**src/rtl/pb_mailbox.sv**
```systemverilog
// Bidirectional PicoBlaze (kcpsm3) mailbox: one FIFO per direction, per-side XOR key,
// sticky overflow/underflow flags and a data-arrival interrupt toward each core.

module pb_mailbox_fifo #(
    parameter int unsigned WIDTH = 8,
    parameter int unsigned DEPTH = 16
) (
    input  logic             clk,
    input  logic             rst_n,
    input  logic             i_push,
    input  logic [WIDTH-1:0] i_wdata,
    input  logic             i_pop,
    output logic [WIDTH-1:0] o_head_c,
    output logic             o_empty_c,
    output logic             o_full_c
);
    localparam int unsigned AW = $clog2(DEPTH);
    localparam int unsigned PW = AW + 1;

    logic [PW-1:0]    r_wp;
    logic [PW-1:0]    r_rp;
    logic [WIDTH-1:0] r_mem [DEPTH];

    // Extra pointer MSB distinguishes full from empty; wraps modulo 2*DEPTH.
    always_ff @(posedge clk or negedge rst_n) begin
        if (!rst_n) begin
            r_wp <= '0;
            r_rp <= '0;
        end else begin
            if (i_push) r_wp <= r_wp + PW'(1);
            if (i_pop)  r_rp <= r_rp + PW'(1);
        end
    end

    always_ff @(posedge clk) begin
        if (i_push) r_mem[r_wp[AW-1:0]] <= i_wdata;
    end

    assign o_head_c  = r_mem[r_rp[AW-1:0]];
    assign o_empty_c = (r_wp == r_rp);
    assign o_full_c  = (r_wp[AW] != r_rp[AW]) && (r_wp[AW-1:0] == r_rp[AW-1:0]);
endmodule

// One core's register view: DATA/STATUS/KEY/CTRL decode, cipher, sticky flags, interrupt.
module pb_mailbox_port #(
    parameter int unsigned WIDTH = 8,
    parameter logic [7:0]  BASE  = 8'h00
) (
    input  logic             clk,
    input  logic             rst_n,
    input  logic [7:0]       i_port_id,
    input  logic [WIDTH-1:0] i_out_port,
    input  logic             i_write_strobe,
    input  logic             i_read_strobe,
    input  logic             i_interrupt_ack,
    output logic [WIDTH-1:0] o_in_port,
    output logic             o_interrupt,
    input  logic [WIDTH-1:0] i_rx_head,
    input  logic             i_rx_empty,
    input  logic             i_rx_full,
    input  logic             i_tx_empty,
    input  logic             i_tx_full,
    input  logic             i_rx_push,
    output logic             o_push_c,
    output logic [WIDTH-1:0] o_push_data_c,
    output logic             o_pop_c
);
    localparam logic [1:0] OFF_DATA   = 2'd0;
    localparam logic [1:0] OFF_STATUS = 2'd1;
    localparam logic [1:0] OFF_KEY    = 2'd2;
    localparam logic [1:0] OFF_CTRL   = 2'd3;

    logic             w_sel;
    logic [1:0]       w_off;
    logic             w_wr;
    logic             w_rd;
    logic             w_wr_data;
    logic             w_rd_data;
    logic [WIDTH-1:0] w_mask;
    logic [6:0]       w_status;
    logic [WIDTH-1:0] w_rdata;

    logic [WIDTH-1:0] r_key;
    logic             r_cipher;
    logic             r_irq_en;
    logic             r_ovf;
    logic             r_udf;
    logic             r_irq;
    logic [WIDTH-1:0] r_in_port;

    assign w_sel     = (i_port_id[7:2] == BASE[7:2]);
    assign w_off     = i_port_id[1:0];
    assign w_wr      = i_write_strobe && w_sel;
    assign w_rd      = i_read_strobe && w_sel;
    assign w_wr_data = w_wr && (w_off == OFF_DATA);
    assign w_rd_data = w_rd && (w_off == OFF_DATA);
    assign w_mask    = r_cipher ? r_key : '0;
    assign w_status  = {r_irq, r_udf, r_ovf, i_tx_full, i_tx_empty, i_rx_full, i_rx_empty};

    // Full/empty are judged on pre-edge state, so a blocked access never moves a pointer.
    assign o_push_c      = w_wr_data && !i_tx_full;
    assign o_push_data_c = i_out_port ^ w_mask;
    assign o_pop_c       = w_rd_data && !i_rx_empty;

    always_comb begin
        w_rdata = '0;
        if (w_sel) begin
            case (w_off)
                OFF_DATA:   if (!i_rx_empty) w_rdata = i_rx_head ^ w_mask;
                OFF_STATUS: w_rdata = WIDTH'(w_status);
                OFF_KEY:    w_rdata = r_key;
                default:    w_rdata = WIDTH'({r_irq_en, r_cipher});
            endcase
        end
    end

    always_ff @(posedge clk or negedge rst_n) begin
        if (!rst_n) begin
            r_key     <= '0;
            r_cipher  <= 1'b0;
            r_irq_en  <= 1'b0;
            r_ovf     <= 1'b0;
            r_udf     <= 1'b0;
            r_irq     <= 1'b0;
            r_in_port <= '0;
        end else begin
            r_in_port <= w_rdata;
            if (w_wr && (w_off == OFF_KEY)) r_key <= i_out_port;
            if (w_wr && (w_off == OFF_CTRL)) begin
                r_cipher <= i_out_port[0];
                r_irq_en <= i_out_port[1];
            end
            if (w_wr_data && i_tx_full)
                r_ovf <= 1'b1;
            else if (w_wr && (w_off == OFF_STATUS) && i_out_port[4])
                r_ovf <= 1'b0;
            if (w_rd_data && i_rx_empty)
                r_udf <= 1'b1;
            else if (w_wr && (w_off == OFF_STATUS) && i_out_port[5])
                r_udf <= 1'b0;
            // A new arrival outranks a same-cycle acknowledge.
            if (i_rx_push && r_irq_en)
                r_irq <= 1'b1;
            else if (i_interrupt_ack)
                r_irq <= 1'b0;
        end
    end

    assign o_in_port   = r_in_port;
    assign o_interrupt = r_irq;
endmodule

// Top: FIFO AB carries A->B, FIFO BA carries B->A.
module pb_mailbox #(
    parameter int unsigned WIDTH = 8,
    parameter int unsigned DEPTH = 16,
    parameter logic [7:0]  BASE  = 8'h00
) (
    input  logic             clk,
    input  logic             reset,
    input  logic [7:0]       a_port_id,
    input  logic [WIDTH-1:0] a_out_port,
    input  logic             a_write_strobe,
    input  logic             a_read_strobe,
    output logic [WIDTH-1:0] a_in_port,
    output logic             a_interrupt,
    input  logic             a_interrupt_ack,
    input  logic [7:0]       b_port_id,
    input  logic [WIDTH-1:0] b_out_port,
    input  logic             b_write_strobe,
    input  logic             b_read_strobe,
    output logic [WIDTH-1:0] b_in_port,
    output logic             b_interrupt,
    input  logic             b_interrupt_ack
);
    logic             w_ab_push, w_ab_pop, w_ab_empty, w_ab_full;
    logic             w_ba_push, w_ba_pop, w_ba_empty, w_ba_full;
    logic [WIDTH-1:0] w_ab_wdata, w_ab_head, w_ba_wdata, w_ba_head;

    pb_mailbox_fifo #(.WIDTH(WIDTH), .DEPTH(DEPTH)) u_fifo_ab (
        .clk(clk), .rst_n(reset),
        .i_push(w_ab_push), .i_wdata(w_ab_wdata), .i_pop(w_ab_pop),
        .o_head_c(w_ab_head), .o_empty_c(w_ab_empty), .o_full_c(w_ab_full)
    );

    pb_mailbox_fifo #(.WIDTH(WIDTH), .DEPTH(DEPTH)) u_fifo_ba (
        .clk(clk), .rst_n(reset),
        .i_push(w_ba_push), .i_wdata(w_ba_wdata), .i_pop(w_ba_pop),
        .o_head_c(w_ba_head), .o_empty_c(w_ba_empty), .o_full_c(w_ba_full)
    );

    pb_mailbox_port #(.WIDTH(WIDTH), .BASE(BASE)) u_port_a (
        .clk(clk), .rst_n(reset),
        .i_port_id(a_port_id), .i_out_port(a_out_port),
        .i_write_strobe(a_write_strobe), .i_read_strobe(a_read_strobe),
        .i_interrupt_ack(a_interrupt_ack),
        .o_in_port(a_in_port), .o_interrupt(a_interrupt),
        .i_rx_head(w_ba_head), .i_rx_empty(w_ba_empty), .i_rx_full(w_ba_full),
        .i_tx_empty(w_ab_empty), .i_tx_full(w_ab_full), .i_rx_push(w_ba_push),
        .o_push_c(w_ab_push), .o_push_data_c(w_ab_wdata), .o_pop_c(w_ba_pop)
    );

    pb_mailbox_port #(.WIDTH(WIDTH), .BASE(BASE)) u_port_b (
        .clk(clk), .rst_n(reset),
        .i_port_id(b_port_id), .i_out_port(b_out_port),
        .i_write_strobe(b_write_strobe), .i_read_strobe(b_read_strobe),
        .i_interrupt_ack(b_interrupt_ack),
        .o_in_port(b_in_port), .o_interrupt(b_interrupt),
        .i_rx_head(w_ab_head), .i_rx_empty(w_ab_empty), .i_rx_full(w_ab_full),
        .i_tx_empty(w_ba_empty), .i_tx_full(w_ba_full), .i_rx_push(w_ab_push),
        .o_push_c(w_ba_push), .o_push_data_c(w_ba_wdata), .o_pop_c(w_ab_pop)
    );
endmodule

```
**config.mk**
```make
export PLATFORM = sky130hd
export DESIGN_NAME = pb_mailbox
export DESIGN_NICKNAME = d
export VERILOG_FILES = /design/src/rtl/pb_mailbox.sv
export SDC_FILE = /design/constraint.sdc
export NUM_CORES = 1
export LEC_CHECK = 0
export BUFFER_PORTS_ARGS = -buffer_cell sky130_fd_sc_hd__clkbuf_2
export CAP_MARGIN = 20
export CORE_ASPECT_RATIO = 0.8
export CORE_MARGIN = 2
export CORE_UTILIZATION = 65
export CTS_CLUSTER_DIAMETER = 80
export CTS_CLUSTER_SIZE = 28
export DETAILED_ROUTE_END_ITERATION = 12
export PLACE_DENSITY_LB_ADDON = 0.1
export SYNTH_ARGS = -nofsm -noshare
export SYNTH_HDL_FRONTEND = slang
export SYNTH_HIERARCHICAL = 1
export SYNTH_SLANG_ARGS = --single-unit
```
**constraint.sdc**
```tcl
create_clock -name clk -period 7.63 [get_ports clk]
set_input_delay 1.1445 -clock clk [delete_from_list [all_inputs] [get_ports clk]]
set_output_delay 1.1445 -clock clk [all_outputs]
set_load 0.01 [all_outputs]
```
### Yosys cells after proc, flatten, opt, wreduce, memory -nomap -nowiden

Memories as Yosys holds them, arrays and structs flattened.
Index checks and enable logic that the tools add are counted.

* add/subtract/negate cells: 4
* eq/ne operators: 12
* mux-type cells: 24
* bitwise operators: 4
* reduce and logical (&&, ||, !) cells: 44

Operators by type and width (count)
* $mux 8: 6
* $pmux 8 s3: 2
* $xor 8x8->8: 4
* $logic_and 1x1->1: 30
* $add 5x1->5 const B: 4
* $mux 1: 16
* $logic_not 6->1: 2
* $reduce_bool 2->1: 6
* $eq 5x5->1: 2
* $eq 2x2->1 const B: 4
* $eq 4x4->1: 2
* $eq 2x1->1 const B: 2
* $logic_not 1->1: 4
* $logic_not 2->1: 2
* $ne 1x1->1: 2

* bits in registers: 62
* RAM bits: 256
* input bits: 40
* output and inout port bits: 18
* logic and storage cells: 108
* memories: 2

Memory list
* u_fifo_ab.r_mem: depth 16, bits a word 8, rd ports 1, clocked after memory_dff 0, wr ports 1, RTL line 22 `logic [WIDTH-1:0] r_mem [DEPTH];`
* u_fifo_ba.r_mem: depth 16, bits a word 8, rd ports 1, clocked after memory_dff 0, wr ports 1, RTL line 22

### Logic depth before layout (Yosys ltp)

Gate-level depths: netlist (run 1).

* word-level depth: 6
* depth in mapped cells: 11
* depth with buffers taken out: 8

### By module

Netlist (run 1), hierarchy kept.

Modules (own cells, without submodules)
* pb_mailbox_fifo (u_fifo_ba): instances 1, cells each 286, area each 5596.6 um^2, seq. area each 4093.9 um^2
* pb_mailbox_fifo (u_fifo_ab): instances 1, cells each 287, area each 5577.8 um^2, seq. area each 4093.9 um^2
* pb_mailbox_port: instances 2, cells each 109, area each 1128.6 um^2, seq. area each 525.5 um^2

### Worst setup path before layout (run 1)

OpenSTA, ideal clock, no wires.

* path type: input port to flip-flop
* start point: input a_port_id[3]
* end point: memory u_fifo_ab.r_mem[3][0], enable pin
* setup time: 383 ps
* data arrival time: 3319 ps
* required time: 7247 ps
* slack: 3927 ps
* stages on the path: 7
* path buffers: 1
* cell sequence: or4_4 > nor3_4 > nand2_1 > nor4_1 > clkbuf_1 > nand2_1 > nor3_1

* longest elaborated chain between the ends: 6

Ends and longest elaborated chain
* from (decl): RTL line 161 `input logic [7:0] a_port_id,`
* $logic_not 6->1: RTL line 91 `assign w_sel = (i_port_id[7:2] == BASE[7:2]);`
* $logic_and 1x1->1: RTL line 93 `assign w_wr = i_write_strobe && w_sel;`
* $logic_and 1x1->1: RTL line 95 `assign w_wr_data = w_wr && (w_off == OFF_DATA);`
* $logic_and 1x1->1: RTL line 101 `assign o_push_c = w_wr_data && !i_tx_full;`
* named net w_ab_push: RTL line 176 `logic w_ab_push, w_ab_pop, w_ab_empty, w_ab_full;`
* $mux 1: RTL line 36 `if (i_push) r_mem[r_wp[AW-1:0]] <= i_wdata;`
* $mux 1 (implied by the code): RTL line 36
* to (decl): RTL line 22

The timed path passes the listed nets, and every way through them passes these cells.

### Final worst setup path (run 1)

* start point: input a_port_id[3]
* end point: memory u_fifo_ab.r_mem[0][4], enable pin

The elaborated chain is that of the path after synthesis.

==> summary.txt, run 1 <==
CLOCK TREE
---------------------------------------------------------------------------------
Setup bufs post-CTS                                                             0
Clock slew seen by the registers of the worst setup and hold paths        0.10 ns
Num Clock Sinks                                                               318
# hold bufs at CTS                                                              0
Number of H-tree levels                                                         1
Root Driver                                                          sky130_fd_sc_hd__clkbuf_16
CTS tree                                                                     done
TritonCTS Buffers                                                              15
Clk buf depth                                                                   3
Cts repair resizes                                                              0
Clock latency on the worst-skew pair                                      0.51 ns

POWER
---------------------------------------------------------------------------------
Leak pwr                                                                  4.88 nW
Power per unit of standard cell area                                   203 nW/µm²
Worst vdd rail ir drop                                                     177 µV

ROUTE
---------------------------------------------------------------------------------
Routed wire length per instance                                           26.3 µm
Per-cell via count in the routed design                                      6.65
Drt first pass iters                                                            7
Post-route DRC                                                                  0
Total Routed Length                                                      29400 µm
Via count of the routed design                                               7453
1st-iter DRT viols                                                            987
Number of routed nets with antenna violations                                   0

WORST SETUP PATH
---------------------------------------------------------------------------------
Sum of buffers and inverters on the critical path                               2
Depth of the most critical reg-to-reg path                                      7
Nature of the critical path endpoint                                     register
Delay of the slowest critical-path stage                                  0.87 ns
Launch point of the worst reg-to-reg path                            u_fifo_ab/r_rp[1]
Top cell family by delay on the critical path                        simple AND/OR/NAND/NOR gates
Critical path data arrival time                                           3.78 ns
Largest driver fanout on the critical path                                      9
Startpoint kind of the worst setup timing path                       primary input
Slowest stage cell, crit path                                        sky130_fd_sc_hd__nor3_1
Crit path top cell by count                                          sky130_fd_sc_hd__nand2_1
Critical path required time                                               7.75 ns
Minimum setup slack among reg-to-reg paths                                4.09 ns
Endpoint of the worst register-to-register path                      u_fifo_ab/r_mem[0][4]
Critical path class                                                        in2reg
Series of cell instances along the critical path                     clkbuf_2 -> or4_4 -> nor3_4 -> nand2_1 -> nor4_2 -> buf_4 -> nand2_1 -> nor3_1

SYNTH
---------------------------------------------------------------------------------
Number of flip-flops and latches in the synthesized netlist                   318
Post-synthesis instance total                                                 791
Share of the yosys chip area belonging to registers                         68.8%
Count of unique library cells instantiated by Yosys                            41
Warnings from Yosys                                                             6
Predominant post-synthesis flop cell                                 sky130_fd_sc_hd__edfxtp_1
Most instantiated library cell after synthesis                       sky130_fd_sc_hd__edfxtp_1
Leading area contributor after synthesis                             sky130_fd_sc_hd__edfxtp_1
Share of flip-flops with an asynchronous set or reset                       19.5%
Synth area leaders                                                   sky130_fd_sc_hd__edfxtp_1, sky130_fd_sc_hd__dfrtp_1, sky130_fd_sc_hd__mux4_1
Area of the mapped netlist                                              13400 µm²
Net Count, Synth                                                              841
Fraction of post-synthesis cell area in the top cell type by area           57.2%
Post-synth EDFFs                                                              256
Top cells by count, synth                                            sky130_fd_sc_hd__edfxtp_1, sky130_fd_sc_hd__dfrtp_1, sky130_fd_sc_hd__mux2i_1
Synthesized area per cell                                                17.0 µm²

TIMING
---------------------------------------------------------------------------------
Hold Violations, Final                                                          0
Slew of the pin with the lowest slew margin                               1.13 ns
Final cycle utilization of the critical path                                48.0%
Post-layout minimum cycle time                                            3.66 ns
Relative slew margins                                                       24.4%
Sum Neg Setup Slack                                                          0 ns
RSZ-0062 raised after global routing                                           no
Max frequency                                                             273 MHz
Final Slew Violations                                                           0
Hold Slack                                                               0.469 ns
Setup Viol. Count Final                                                         0
Final Skew                                                              0.0308 ns

LAYOUT
---------------------------------------------------------------------------------
Final net count                                                               897
P&R area growth vs syn                                                      7.69%
Final design utilization                                                    70.7%
Fraction of final layout cells sized beyond drive strength 1                18.1%
Summed area of non-filler cells in the final layout                     14500 µm²
Antenna diode instance count                                                    0
Non-filler instance count after layout                                       1120

FLOORPLANNING
---------------------------------------------------------------------------------
DIE AREA                                                                21800 µm²
Total I/O pin count                                                            58
DIE WIDTH                                                                  165 µm
Vertical die dimension                                                     133 µm
Number of placement rows                                                       47
Starting density of the core                                                65.6%
Placeable core region                                                   20500 µm²

PLACEMENT
---------------------------------------------------------------------------------
Half-perimeter wire length of the detailed placement result              20100 µm
Count of input and output buffers                                              57
Last weighted congestion value of the routability-driven placer             0.922
Post-Place Cell Area                                                    14000 µm²
DP Cell Count                                                                1095

OUTCOME
---------------------------------------------------------------------------------
Run status                                                           finished, final reports clean

GLOBAL ROUTING
---------------------------------------------------------------------------------
Vias in the first global route                                               7301
Total GRT Usage                                                             27.5%
Wire length of the first global-routing pass                             43600 µm
Initial antenna violation count                                                 1
Overall overflow remaining after global route                                   0
Pin count of the biggest net entering global routing                           55

WORST HOLD PATH
---------------------------------------------------------------------------------
Class of the tightest hold or removal check                              in2async

JOB
---------------------------------------------------------------------------------
Number of maximum-capacitance constraint violations                             0

## cell families after synthesis
group	synth area share, %
AOI/OAI and AO/OA	4.58
xor gates and xnor gates	3.52
adders and majority gates	0.932
buffers and inverters	2.19
DFF	68.8
muxes	14.4
and+or+nand+nor	5.59
## metrics by stage
stage          worst slack [ns]  total power, mW
2_1_floorplan              3.93             2.03
3_3_place_gp               3.58             2.09
3_5_place_dp               3.43             2.09
4_1_cts                    3.92             2.94
5_1_grt                    3.87             3.02
6_report                   3.97             2.93
## state kept, by name (all words and copies together), names as in the netlist, 5 cells and up
| signal | count |
|---|---|
| u_fifo_ba/r_wp | 5 |
| u_port_b/o_in_port | 8 |
| u_fifo_ba/r_rp | 5 |
| u_port_b/r_key | 8 |
| u_fifo_ab/r_mem | 128 |
| u_fifo_ba/r_mem | 128 |
| u_fifo_ab/r_wp | 5 |
| u_port_a/o_in_port | 8 |
| u_port_a/r_key | 8 |
| u_fifo_ab/r_rp | 5 |
## area by class of cell
| cell class | instances | area (µm²) |
|---|---|---|
| clock buffer | 19 | 390 |
| clock inverter | 2 | 23.8 |
| timing repair buffer | 79 | 459 |
| sequential | 318 | 9240 |
| inverter | 15 | 56.3 |
| fill | 1308 | 6000 |
| tap | 269 | 337 |
| multi-input combinational | 418 | 3960 |
## placed cells by master (no fill, tap or decap), types with 14 or more instances in the layout
| cell | synthesis | layout |
|---|---|---|
| sky130_fd_sc_hd__buf_4 | 2 | 18 |
| sky130_fd_sc_hd__mux4_1 | 28 | 28 |
| sky130_fd_sc_hd__edfxtp_1 | 256 | 256 |
| sky130_fd_sc_hd__nand2_1 | 42 | 42 |
| sky130_fd_sc_hd__mux4_2 | 20 | 20 |
| sky130_fd_sc_hd__xnor2_1 | 48 | 42 |
| sky130_fd_sc_hd__clkbuf_16 | 0 | 15 |
| sky130_fd_sc_hd__o21ai_1 | 16 | 16 |
| sky130_fd_sc_hd__and2_1 | 14 | 14 |
| sky130_fd_sc_hd__clkbuf_2 | 0 | 57 |
| sky130_fd_sc_hd__a32oi_1 | 16 | 16 |
| sky130_fd_sc_hd__inv_1 | 15 | 15 |
| sky130_fd_sc_hd__o21ai_0 | 14 | 14 |
| sky130_fd_sc_hd__a22oi_1 | 18 | 18 |
| sky130_fd_sc_hd__nor2_1 | 43 | 43 |
| sky130_fd_sc_hd__mux2_2 | 22 | 22 |
| sky130_fd_sc_hd__mux2i_1 | 50 | 50 |
| sky130_fd_sc_hd__dfrtp_1 | 62 | 60 |
## where the power goes
group,internal [mW],total (mW),switching (mW)
clock,0.370,0.875,0.505
sequential,1.88,1.89,0.0108
combinational,0.0645,0.167,0.102
## worst max-delay path by stage
stage	from	endpoint	cells after the start
5_1_grt	a_port_id[3]	u_fifo_ab/r_mem[0][0]	8
4_1_cts	a_port_id[3]	u_fifo_ab/r_mem[3][4]	8
3_5_place_dp	a_port_id[3]	u_fifo_ab/r_mem[3][4]	8
6_report	a_port_id[3]	u_fifo_ab/r_mem[0][4]	8
3_3_place_gp	a_port_id[3]	u_fifo_ab/r_mem[3][3]	8
2_1_floorplan	a_port_id[3]	u_fifo_ab/r_mem[3][0]	7
## metal layers
metal	part of all wire (%)	track usage, %	up-vias	wire length (µm)
met5	0.044	0	-	13
met4	2.2	7.68	2	649
met3	12	7.18	55	3390
met2	43	37.4	411	12500
met1	44	44.7	3791	12900
li1	-	-	3194	-
Note: power is estimated with default switching activity, not from simulation.
==> run 2, diff against run 1 <==
--- a/config.mk
+++ b/config.mk
@@ -9,7 +9,7 @@
 export CAP_MARGIN = 20
 export CORE_ASPECT_RATIO = 0.8
 export CORE_MARGIN = 2
-export CORE_UTILIZATION = 65
+export CORE_UTILIZATION = 55
 export CTS_CLUSTER_DIAMETER = 80
 export CTS_CLUSTER_SIZE = 28
 export DETAILED_ROUTE_END_ITERATION = 12
==> constraint.sdc (replaced) <==
create_clock -name clk -period 3.1 [get_ports clk]
set_input_delay 0.465 -clock clk [delete_from_list [all_inputs] [get_ports clk]]
set_output_delay 0.465 -clock clk [all_outputs]
set_load 0.01 [all_outputs]
==> run 2 against run 1 <==
Largest cell class unchanged. Utilization shrank 9.6 points. Register-to-register slack lost 3.6 ns. Clock power rose to 2.6 times the previous value. Final area up 2.1%. Critical path type is now reg2reg. Worst setup slack lost 3.5 ns.
==> summary.txt, run 2 (same netlist as run 1, synthesis figures left out) <==
FLOORPLANNING
---------------------------------------------------------------------------------
DIE AREA                                                                25700 µm²   was 21800 µm²
Placeable core region                                                   24200 µm²   was 20500 µm²
Starting density of the core                                                55.5%   was 65.6%
Number of placement rows                                                       51   was 47
Vertical die dimension                                                     144 µm   was 133 µm
DIE WIDTH                                                                  179 µm   was 165 µm
Total I/O pin count                                                            58   unchanged

TIMING
---------------------------------------------------------------------------------
Sum Neg Setup Slack                                                          0 ns   unchanged
Final Slew Violations                                                           0   unchanged
Final cycle utilization of the critical path                                85.1%
Post-layout minimum cycle time                                            2.64 ns
Slew of the pin with the lowest slew margin                              0.802 ns   was 1.13 ns
Setup Viol. Count Final                                                         0   unchanged
Max frequency                                                             379 MHz
RSZ-0062 raised after global routing                                           no   unchanged
Hold Violations, Final                                                          0   unchanged
Final Skew                                                              0.0177 ns   was 0.0308 ns
Relative slew margins                                                       46.5%   was 24.4%

LAYOUT
---------------------------------------------------------------------------------
Summed area of non-filler cells in the final layout                     14800 µm²   was 14500 µm²
Fraction of final layout cells sized beyond drive strength 1                20.1%   was 18.1%
Most frequent cells in the layout                                    sky130_fd_sc_hd__edfxtp_1, sky130_fd_sc_hd__dfrtp_1, sky130_fd_sc_hd__clkbuf_2, sky130_fd_sc_hd__mux2i_1   was sky130_fd_sc_hd__edfxtp_1, sky130_fd_sc_hd__dfrtp_1, sky130_fd_sc_hd__clkbuf_2, sky130_fd_sc_hd__mux2i_1, sky130_fd_sc_hd__nor2_1
Most common cell after layout, fill and taps aside                   sky130_fd_sc_hd__edfxtp_1   unchanged
Final design utilization                                                    61.1%   was 70.7%
P&R area growth vs syn                                                      9.97%   was 7.69%
Final net count                                                               926   was 897

CLOCK TREE
---------------------------------------------------------------------------------
Root Driver                                                          sky130_fd_sc_hd__clkbuf_16   unchanged
Clk buf depth                                                                   3   unchanged
TritonCTS Buffers                                                              15   unchanged
Clock latency on the worst-skew pair                                      0.50 ns   was 0.51 ns
Clock slew seen by the registers of the worst setup and hold paths        0.10 ns   about the same
Setup bufs post-CTS                                                             0   unchanged
Cts repair resizes                                                              0   unchanged
Number of H-tree levels                                                         1   unchanged
CTS tree                                                                     done   unchanged
# hold bufs at CTS                                                              0   unchanged
Num Clock Sinks                                                               318   unchanged

WORST SETUP PATH
---------------------------------------------------------------------------------
Launch point of the worst reg-to-reg path                            u_fifo_ba/r_rp[1]   was u_fifo_ab/r_rp[1]
Largest driver fanout on the critical path                                     22   was 9
Critical path class                                                       reg2reg   was in2reg
Nature of the critical path endpoint                                     register   unchanged
Minimum setup slack among reg-to-reg paths                                0.46 ns   was 4.09 ns
Depth of the most critical reg-to-reg path                                      8   was 7
Critical path required time                                               3.46 ns   was 7.75 ns
Critical path data arrival time                                           3.00 ns   was 3.78 ns
Endpoint of the worst register-to-register path                      u_port_a/o_in_port[3]   was u_fifo_ab/r_mem[0][4]
Startpoint kind of the worst setup timing path                           register   was primary input

PLACEMENT
---------------------------------------------------------------------------------
Half-perimeter wire length of the detailed placement result              21100 µm   was 20100 µm
Last weighted congestion value of the routability-driven placer             0.925   was 0.922
Count of input and output buffers                                              57   unchanged
Post-Place Cell Area                                                    14300 µm²   was 14000 µm²

ROUTE
---------------------------------------------------------------------------------
Post-route DRC                                                                  0   unchanged
Total Routed Length                                                      30400 µm   was 29400 µm
Number of routed nets with antenna violations                                   0   unchanged
Via count of the routed design                                               7361   was 7453
Routed wire length per instance                                           25.2 µm   was 26.3 µm
Drt first pass iters                                                            8   was 7
1st-iter DRT viols                                                            893   was 987
Per-cell via count in the routed design                                      6.11   was 6.65

WORST HOLD PATH
---------------------------------------------------------------------------------
Class of the tightest hold or removal check                              in2async   unchanged

POWER
---------------------------------------------------------------------------------
Post-layout total power                                                   7.33 mW   was 2.93 mW
Leak pwr                                                                  5.03 nW   was 4.88 nW
Power per unit of standard cell area                                   496 nW/µm²   was 203 nW/µm²
Worst vdd rail ir drop                                                     335 µV   was 177 µV

GLOBAL ROUTING
---------------------------------------------------------------------------------
Vias in the first global route                                               7285   was 7301
Pin count of the biggest net entering global routing                           63   was 55
Overall overflow remaining after global route                                   0   unchanged
Wire length of the first global-routing pass                             45100 µm   was 43600 µm
Total GRT Usage                                                             24.4%   was 27.5%
Initial antenna violation count                                                 1   unchanged

OUTCOME
---------------------------------------------------------------------------------
Run status                                                           finished, final reports clean   unchanged

JOB
---------------------------------------------------------------------------------
Number of maximum-capacitance constraint violations                             0   unchanged

-- run 2: cell type report --
class	count	area, µm²
Fill cell	1758	9410
Clock buffer	22	402
Timing Repair Buffer	108	706
Tap cell	318	398
Inverter	15	56.3
Antenna cell	1	2.50
Sequential cell	318	9240
Multi-Input combinational cell	418	3910
Clock inverter	4	60.1
-- run 2: where the power goes --
part / total, mW / internal (mW) / switching [mW]
combinational: 0.410 / 0.167 / 0.243
clock: 2.26 / 1.02 / 1.25
sequential: 4.66 / 4.63 / 0.0287
total: 7.33 / 5.81 / 1.52
-- run 2: how the worst max path moves through the flow --
stage                            end  slack, ns              start  cells past startpoint
4_1_cts        u_port_a/o_in_port[5]       0.44  u_fifo_ba/r_rp[0]                      8
2_1_floorplan  u_fifo_ab/r_mem[3][0]       0.08       a_port_id[3]                      7
3_3_place_gp   u_fifo_ba/r_mem[3][6]       0.32       b_port_id[3]                      8
6_report       u_port_a/o_in_port[3]       0.46  u_fifo_ba/r_rp[1]                      8
3_5_place_dp   u_fifo_ba/r_mem[1][0]       0.27       b_port_id[3]                      8
5_1_grt        u_port_a/o_in_port[5]       0.24  u_fifo_ba/r_rp[0]                      8
-- run 2: stage by stage --
stage          std cells  hold WS, ns  setup WS [ns]
2_1_floorplan        791        0.169         0.0767
3_3_place_gp        1177        0.480          0.321
3_5_place_dp        1177        0.478          0.272
4_1_cts             1203        0.114          0.441
5_1_grt             1204        0.132          0.239
6_report            1204        0.131          0.462
-- run 2: worst max-delay path: stages, from the launching register on --
cell and delay, ns:
sky130_fd_sc_hd__dfrtp_2 0.60, sky130_fd_sc_hd__buf_4 0.40, sky130_fd_sc_hd__mux2i_1 0.23, sky130_fd_sc_hd__a22oi_1 0.18
sky130_fd_sc_hd__a32oi_1 0.29, sky130_fd_sc_hd__o21ai_1 0.14, sky130_fd_sc_hd__xnor2_1 0.15, sky130_fd_sc_hd__a222oi_1 0.35
sky130_fd_sc_hd__nor2_1 0.15
-- run 2: per-layer routing --
layer | vias to the layer above | GRT usage, % | part of all wire (%)
met5 | - | 0 | 0
met4 | 0 | 4.58 | 1.4
met3 | 31 | 5.00 | 8.9
met2 | 317 | 35.3 | 43
met1 | 3762 | 38.7 | 46
li1 | 3251 | - | -
